==> config.mk <==
export PLATFORM = sky130hd
export DESIGN_NAME = oldland_mem_access_flat
export DESIGN_NICKNAME = d
export VERILOG_FILES = /design/src/rtl/oldland_mem_access_if.sv /design/src/rtl/oldland_mem_access.sv /design/src/flat_wrapper.sv
export SDC_FILE = /design/constraint.sdc
export NUM_CORES = 1
export LEC_CHECK = 0
export BUFFER_PORTS_ARGS = -buffer_cell sky130_fd_sc_hd__buf_4
export CAP_MARGIN = 20
export CORE_ASPECT_RATIO = 2
export CORE_MARGIN = 2
export CORE_UTILIZATION = 45
export DETAILED_ROUTE_END_ITERATION = 10
export PLACE_DENSITY = 0.86
export SETUP_SLACK_MARGIN = 0.5
export SYNTH_ARGS = -nofsm -noshare
export SYNTH_HDL_FRONTEND = slang
export SYNTH_SLANG_ARGS = --single-unit
==> constraint.sdc <==
create_clock -name clk -period 2.25 [get_ports clk]
set_clock_uncertainty 0.2 [all_clocks]
set_input_delay 0.1125 -clock clk [delete_from_list [all_inputs] [get_ports clk]]
set_output_delay 0.1125 -clock clk [all_outputs]
set_load 0.05 [all_outputs]
==> src/rtl/oldland_mem_access_if.sv <==
// Data-bus signals between the memory-access stage (master) and the data
// memory or bus fabric (slave).
interface oldland_mem_access_if;
    logic [31:0] d_addr;
    logic [3:0]  d_bytesel;
    logic        d_wr_en;
    logic        d_access;
    logic [31:0] d_wr_val;
    logic [31:0] d_data;
    logic        d_ack;

    modport master (
        output d_addr, d_bytesel, d_wr_en, d_access, d_wr_val,
        input  d_data, d_ack
    );

    modport slave (
        input  d_addr, d_bytesel, d_wr_en, d_access, d_wr_val,
        output d_data, d_ack
    );
endinterface

==> src/rtl/oldland_mem_access.sv <==
// Memory-access pipeline stage: issues one data-bus transaction per load/store,
// steers byte lanes, formats load data and produces the writeback record.
//
//   state | meaning
//   IDLE  | accept next instruction; pass through non-memory results
//   BUSY  | bus request outstanding, waiting for d_ack or timeout
module oldland_mem_access #(
    parameter int ACK_TIMEOUT = 255
) (
    input  logic                        clk,
    input  logic                        rst_n,
    input  logic [31:0]                 addr,
    input  logic [31:0]                 wr_val,
    input  logic                        mem_load,
    input  logic                        mem_store,
    input  logic [1:0]                  mem_width,
    input  logic                        wr_result,
    input  logic [2:0]                  rd_sel,
    oldland_mem_access_if.master        bus,
    output logic                        busy,
    output logic [31:0]                 wb_val,
    output logic                        wb_update,
    output logic [2:0]                  wb_rd_sel,
    output logic                        data_abort
);
    typedef enum logic {IDLE, BUSY} state_t;

    localparam logic [31:0] TIMEOUT_LAST = 32'(ACK_TIMEOUT - 1);

    state_t      state;
    logic [31:0] count;
    logic [1:0]  lat_width;
    logic [1:0]  lat_off;
    logic        lat_store;
    logic [2:0]  lat_rd;

    logic        access;
    logic        misaligned;
    logic        timeout_now;
    logic [3:0]  lanes;
    logic [31:0] store_data;
    logic [31:0] lane_shift;
    logic [31:0] load_data;

    assign access      = mem_load | mem_store;
    assign timeout_now = (ACK_TIMEOUT != 0) && (count == TIMEOUT_LAST);

    // Reserved width 11 falls through to the word defaults.
    always_comb begin
        lanes      = 4'b1111;
        misaligned = |addr[1:0];
        store_data = wr_val;
        case (mem_width)
            2'b01: begin
                lanes      = addr[1] ? 4'b1100 : 4'b0011;
                misaligned = addr[0];
                store_data = {2{wr_val[15:0]}};
            end
            2'b10: begin
                lanes      = 4'b0001 << addr[1:0];
                misaligned = 1'b0;
                store_data = {4{wr_val[7:0]}};
            end
            default: begin
            end
        endcase
    end

    // Latched offset is zero for words and lane-aligned for halves.
    always_comb begin
        lane_shift = bus.d_data >> {lat_off, 3'b000};
        case (lat_width)
            2'b01:   load_data = {16'h0000, lane_shift[15:0]};
            2'b10:   load_data = {24'h000000, lane_shift[7:0]};
            default: load_data = lane_shift;
        endcase
    end

    always_comb begin
        if (state == IDLE) busy = access & ~misaligned;
        else               busy = ~bus.d_ack & ~timeout_now;
    end

    always_ff @(posedge clk or negedge rst_n) begin
        if (!rst_n) begin
            state         <= IDLE;
            count         <= '0;
            lat_width     <= '0;
            lat_off       <= '0;
            lat_store     <= 1'b0;
            lat_rd        <= '0;
            bus.d_addr    <= '0;
            bus.d_bytesel <= '0;
            bus.d_wr_en   <= 1'b0;
            bus.d_access  <= 1'b0;
            bus.d_wr_val  <= '0;
            wb_val        <= '0;
            wb_update     <= 1'b0;
            wb_rd_sel     <= '0;
            data_abort    <= 1'b0;
        end else begin
            wb_update  <= 1'b0;
            data_abort <= 1'b0;
            case (state)
                IDLE: begin
                    if (!access) begin
                        wb_val    <= wr_val;
                        wb_update <= wr_result;
                        wb_rd_sel <= rd_sel;
                    end else if (misaligned) begin
                        data_abort <= 1'b1;
                    end else begin
                        bus.d_addr    <= {addr[31:2], 2'b00};
                        bus.d_bytesel <= lanes;
                        bus.d_wr_en   <= mem_store;
                        bus.d_wr_val  <= store_data;
                        bus.d_access  <= 1'b1;
                        count         <= '0;
                        lat_width     <= mem_width;
                        lat_off       <= addr[1:0];
                        lat_store     <= mem_store;
                        lat_rd        <= rd_sel;
                        state         <= BUSY;
                    end
                end
                BUSY: begin
                    if (bus.d_ack) begin
                        bus.d_access <= 1'b0;
                        state        <= IDLE;
                        if (!lat_store) begin
                            wb_update <= 1'b1;
                            wb_rd_sel <= lat_rd;
                            wb_val    <= load_data;
                        end
                    end else if (timeout_now) begin
                        bus.d_access <= 1'b0;
                        data_abort   <= 1'b1;
                        state        <= IDLE;
                    end else begin
                        count <= count + 32'd1;
                    end
                end
                default: state <= IDLE;
            endcase
        end
    end
endmodule
==> src/flat_wrapper.sv <==
// flat-port wrapper written by rule: the top's interface ports become plain ports
module oldland_mem_access_flat 
#(
    parameter int ACK_TIMEOUT = 255
)
  (clk, rst_n, addr, wr_val, mem_load, mem_store, mem_width, wr_result, rd_sel, busy, wb_val, wb_update, wb_rd_sel, data_abort, bus_d_addr, bus_d_bytesel, bus_d_wr_en, bus_d_access, bus_d_wr_val, bus_d_data, bus_d_ack);
  oldland_mem_access_if bus_i ();
  input  logic clk;
  input  logic rst_n;
  input  logic [31:0] addr;
  input  logic [31:0] wr_val;
  input  logic mem_load;
  input  logic mem_store;
  input  logic [1:0] mem_width;
  input  logic wr_result;
  input  logic [2:0] rd_sel;
  output logic busy;
  output logic [31:0] wb_val;
  output logic wb_update;
  output logic [2:0] wb_rd_sel;
  output logic data_abort;
  output wire logic [$bits(bus_i.d_addr)-1:0] bus_d_addr;
  output wire logic [$bits(bus_i.d_bytesel)-1:0] bus_d_bytesel;
  output wire logic [$bits(bus_i.d_wr_en)-1:0] bus_d_wr_en;
  output wire logic [$bits(bus_i.d_access)-1:0] bus_d_access;
  output wire logic [$bits(bus_i.d_wr_val)-1:0] bus_d_wr_val;
  input wire logic [$bits(bus_i.d_data)-1:0] bus_d_data;
  input wire logic [$bits(bus_i.d_ack)-1:0] bus_d_ack;
  assign bus_d_addr = bus_i.d_addr;
  assign bus_d_bytesel = bus_i.d_bytesel;
  assign bus_d_wr_en = bus_i.d_wr_en;
  assign bus_d_access = bus_i.d_access;
  assign bus_d_wr_val = bus_i.d_wr_val;
  assign bus_i.d_data = bus_d_data;
  assign bus_i.d_ack = bus_d_ack;
  oldland_mem_access #(.ACK_TIMEOUT(ACK_TIMEOUT)) u_core (.clk(clk), .rst_n(rst_n), .addr(addr), .wr_val(wr_val), .mem_load(mem_load), .mem_store(mem_store), .mem_width(mem_width), .wr_result(wr_result), .rd_sel(rd_sel), .bus(bus_i), .busy(busy), .wb_val(wb_val), .wb_update(wb_update), .wb_rd_sel(wb_rd_sel), .data_abort(data_abort));
endmodule
==> results.txt <==
----------------------------------------------------
[Route]
  Antenna violation net count after detailed routing ... 0
  Detailed-router iteration count before antenna repair ... 7
  Count of vias placed by the detailed router ... 9495
  Average detailed-routed wire length per instance ... 29.0 µm
  Number of vias per cell ... 6.72
  Post-detailed-route DRC marker count ... 0
  Number of DRC markers in iteration 0 ... 1165
  Routed wire length ... 41000 µm

[Setup path]
  Path type of the worst setup path ... reg -> reg
  Cell-by-cell listing of the critical path ... or4_1 > or4_4 > buf_6 > buf_6 > o21ai_4 > buf_6 > buf_12 > buf_16 > o31ai_4 > a21oi_2
  Required time of the critical path ... 2.41 ns
  Max stage delay cell, worst path ... sky130_fd_sc_hd__or4_4
  Crit path capture type ... flop
  Library cell appearing most often on the critical path ... sky130_fd_sc_hd__buf_6
  Arrival time of the worst setup path ... 3.05 ns
  Crit path launch type ... flop
  Critical Path Fanout Max ... 5
  Largest incremental delay on the critical path ... 0.56 ns

[Job]
  Number of maximum-capacitance constraint violations ... 0

[Logic synthesis]
  Post-synthesis sequential element count ... 145
  Synth Area in Simple Gates ... 0.226
  Most frequently used flop master after synthesis ... sky130_fd_sc_hd__dfrtp_1
  Most numerous cell in the Yosys netlist ... sky130_fd_sc_hd__nand2_1
  Top post-synthesis cells by area ... sky130_fd_sc_hd__dfrtp_1, sky130_fd_sc_hd__nand2_1, sky130_fd_sc_hd__a21oi_1
  Adder and majority cell fraction of the synthesized area ... 0.00880
  Compound-cell area share of the yosys netlist ... 0.173
  Main combinational cell family by area after synthesis ... simple AND/OR/NAND/NOR gates
  Largest area contributor in the synthesized netlist ... sky130_fd_sc_hd__dfrtp_1
  Post-synthesis async set-or-reset flop share ... 1.00
  XOR/XNOR Fraction of Synth Area ... 0.00123
  Number of flops mapped to enable cells by yosys ... 0
  Gate count after technology mapping ... 803
  List of most frequent post-synthesis cells ... sky130_fd_sc_hd__nand2_1, sky130_fd_sc_hd__dfrtp_1, sky130_fd_sc_hd__a21oi_1, sky130_fd_sc_hd__o21ai_0, sky130_fd_sc_hd__clkbuf_1
  Post-synthesis mux area share ... 0.0380
  Count of synthesis-stage warnings from yosys ... 0
  Post-synthesis cell type count ... 47
  Mean cell area of the mapped netlist ... 8.86 µm²
  Area of the mapped netlist ... 7110 µm²
  Portion of synthesized cell area occupied by the leading cell type ... 0.510
  Fraction of the yosys area taken by sequential cells ... 0.510

[Timing]
  RSZ-0062 raised after global routing ... true
  Final number of setup-violating endpoints ... 35
  Worst Max-Slew Pin Slew ... 0.992 ns
  Share of the clock period used by the worst path ... 1.28
  Worst hold margin ... 0.0214 ns
  Min setup slack post-route ... -0.638 ns
  Pins over their slew limit ... 0
  Final TNS setup ... -17.13 ns
  Minimum clock period after layout ... 2.89 ns
  Max-Slew Margin vs Limit ... 0.339
  Achievable Freq ... 346 MHz
  Final Hold Vio Count ... 0

[Power and ir drop]
  Sw frac ... 0.487
  Leakage power summed over all cells ... 6.09 nW
  Pwr per Cell Area ... 1250 nW/µm²
  Worst ir drop on vdd ... 1.01 mV
  Combinational share of power ... 0.542
  Total power after layout ... 16.2 mW
  Clock power share ... 0.194
  Power share of the sequential group ... 0.264
  Switching power ... 7.87 mW
  Internal cell power ... 8.29 mW

[Final layout]
  Number of nets in the finished design ... 1311
  Filler Cell Count ... 767
  Total area of sequential cells ... 3630 µm²
  Total area of multi-input combinational cells ... 4180 µm²
  Syn-to-layout area delta ... 81.2%
  Proportion of layout cells with a drive suffix above 1 ... 0.444
  Number of antenna cells inserted ... 0

[Place]
  Count of input and output buffers ... 212
  Final RePlAce weighted congestion ... 0.929
  Detailed-placement wirelength estimate ... 17300 µm

[CTS]
  Max Root-Sink Buffers ... 2
  Number of buffers inserted during clock tree synthesis ... 17
  Cell at the root of the clock tree ... sky130_fd_sc_hd__clkbuf_16
  CTS tree ... yes
  Clock latency on the worst-skew pair ... 0.44 ns
  CTS clock-pin slew for the worst setup and hold paths ... 0.07 ns
  Count of H-tree levels built during CTS ... 4
  Count of clock tree sinks ... 145

[Hold path]
  Type of the most critical hold path ... in -> reg

[Floorplanning]
  X dimension of the die ... 92.9 µm
  Floorplan die area ... 16900 µm²
  Die H ... 182 µm
  Count of standard-cell rows ... 65
  Starting density of the core ... 0.456
  Core ar. ... 15600 µm²
  Number of top-level pins ... 215

[Global routing]
  First-pass GRT wire length ... 48100 µm
  Global Route Usage Sum ... 0.372
  Number of global-route vias before repair ... 8911
  Number of antenna violations at the first check in global routing ... 2
  Pin count of the biggest net entering global routing ... 49
  Overflow left after global routing ... 0

[Outcome]
  Result of the run ... complete, but fails checks
  Violations in the final reports ... negative setup slack

----------------------------------------------------
==> worst max-delay path, delay by kind of cell (launching register included) <==
family,cells,cell delay (ns)
flops,1,0.40
compound gates,3,0.48
simple gates,2,1.11
buf+inv,5,0.62
==> cell families after synthesis <==
logic type      after synthesis
simple gates                356
buf+inv                      73
flops                       145
compound gates              195
mux                          27
other cells                   1
xor+xnor                      1
fa+ha+maj                     5
==> per-stage QoR <==
stage	util	area, µm²	worst slack [ns]	instances
floorplan	-	7200	-0.182	804
global placement	0.593	9250	-0.218	1220
detailed placement	0.593	9250	-0.234	1220
CTS	0.735	11500	-0.609	1368
global route	0.825	12900	-0.703	1412
finish	0.825	12900	-0.638	1412
==> per-layer routing <==
layer | up-vias | GRT usage | part of all wire
met5 | - | 0 | 0.00066
met4 | 4 | 0.235 | 0.12
met3 | 426 | 0.0988 | 0.12
met2 | 997 | 0.630 | 0.46
met1 | 4464 | 0.404 | 0.29
li1 | 3604 | - | -
==> power by group through the flow <==
stage / combinational [mW] / sequential, mW / clock, mW
global placement: 6.38 / 4.05 / 0
floorplan: 1.67 / 6.65 / 0
finish: 8.75 / 4.26 / 3.14
CTS: 7.15 / 4.07 / 3.02
detailed placement: 6.50 / 4.08 / 0
global route: 8.93 / 4.30 / 3.24
==> cells in the final DEF, fill, tap and decap left out, drive strengths merged, types with 2 or more instances in the layout <==
master | synthesis | layout
or3 | 3 | 3
a41oi | 2 | 2
a31oi | 8 | 8
and2 | 2 | 2
o21a | 5 | 5
inv | 23 | 25
nor3 | 6 | 6
nor2b | 34 | 34
buf | 8 | 322
nand4 | 9 | 9
clkinv | 0 | 4
o211ai | 4 | 4
and3 | 4 | 4
nor2 | 42 | 45
o21ai | 53 | 53
or4 | 17 | 17
dlygate4sd3 | 0 | 86
ha | 5 | 5
nand3 | 13 | 15
clkbuf | 42 | 30
a21oi | 56 | 56
a211oi | 9 | 9
mux2i | 27 | 27
or2 | 3 | 3
a221oi | 23 | 23
nor4 | 4 | 4
clkinvlp | 0 | 2
nand2 | 213 | 213
o31ai | 28 | 28
o31a | 2 | 2
bufinv | 0 | 4
nand2b | 2 | 2
a21o | 2 | 2
dfrtp | 145 | 145
conb | 1 | 2
==> path summary, 6_finish.rpt <==
path                                  start                     end  slack [ns]  cells past startpoint
setup / recovery           u_core.count[16]        u_core.count[26]       -0.64                     10
hold / removal               bus_d_data[20]       u_core.wb_val[20]        0.02                      5
setup reg to reg           u_core.count[16]        u_core.count[26]       -0.64                     10
hold reg to reg            u_core.wb_val[1]        u_core.wb_val[1]        0.29                      2
max in group asynchronous             rst_n  u_core.bus.d_wr_val[2]        0.63                      4
min in group asynchronous             rst_n         u_core.count[2]        0.52                      3
==> sequential cells by signal (all words and copies together), names as in the netlist <==
signal / cells
u_core.bus.d_wr_val: 32
u_core.count: 32
u_core.wb_val: 32
u_core.bus.d_addr: 30
u_core.bus.d_bytesel: 4
u_core.lat_rd: 3
u_core.wb_rd_sel: 3
u_core.lat_off: 2
u_core.lat_width: 2
u_core.bus.d_access: 1
u_core.bus.d_wr_en: 1
u_core.data_abort: 1
u_core.state: 1
u_core.wb_update: 1
==> final cells by class <==
type,instances,area share
multi-input cells,591,0.325
repair buffers,421,0.319
well taps,201,0.0195
inverters,23,0.00728
clock buffers,19,0.0336
flip-flops and latches,145,0.282
clock inverters,12,0.0143
==> repair_timing <==
action,4_1_cts,5_1_grt
setup buffers,18,28
gates cloned,12,16
endpoints found under the setup margin,145,145
hold endpoints to repair,258,4
pin swaps,10,42
resized for setup,76,209
hold buffers,87,1
No activity file was read; power rests on OpenSTA's default activity.
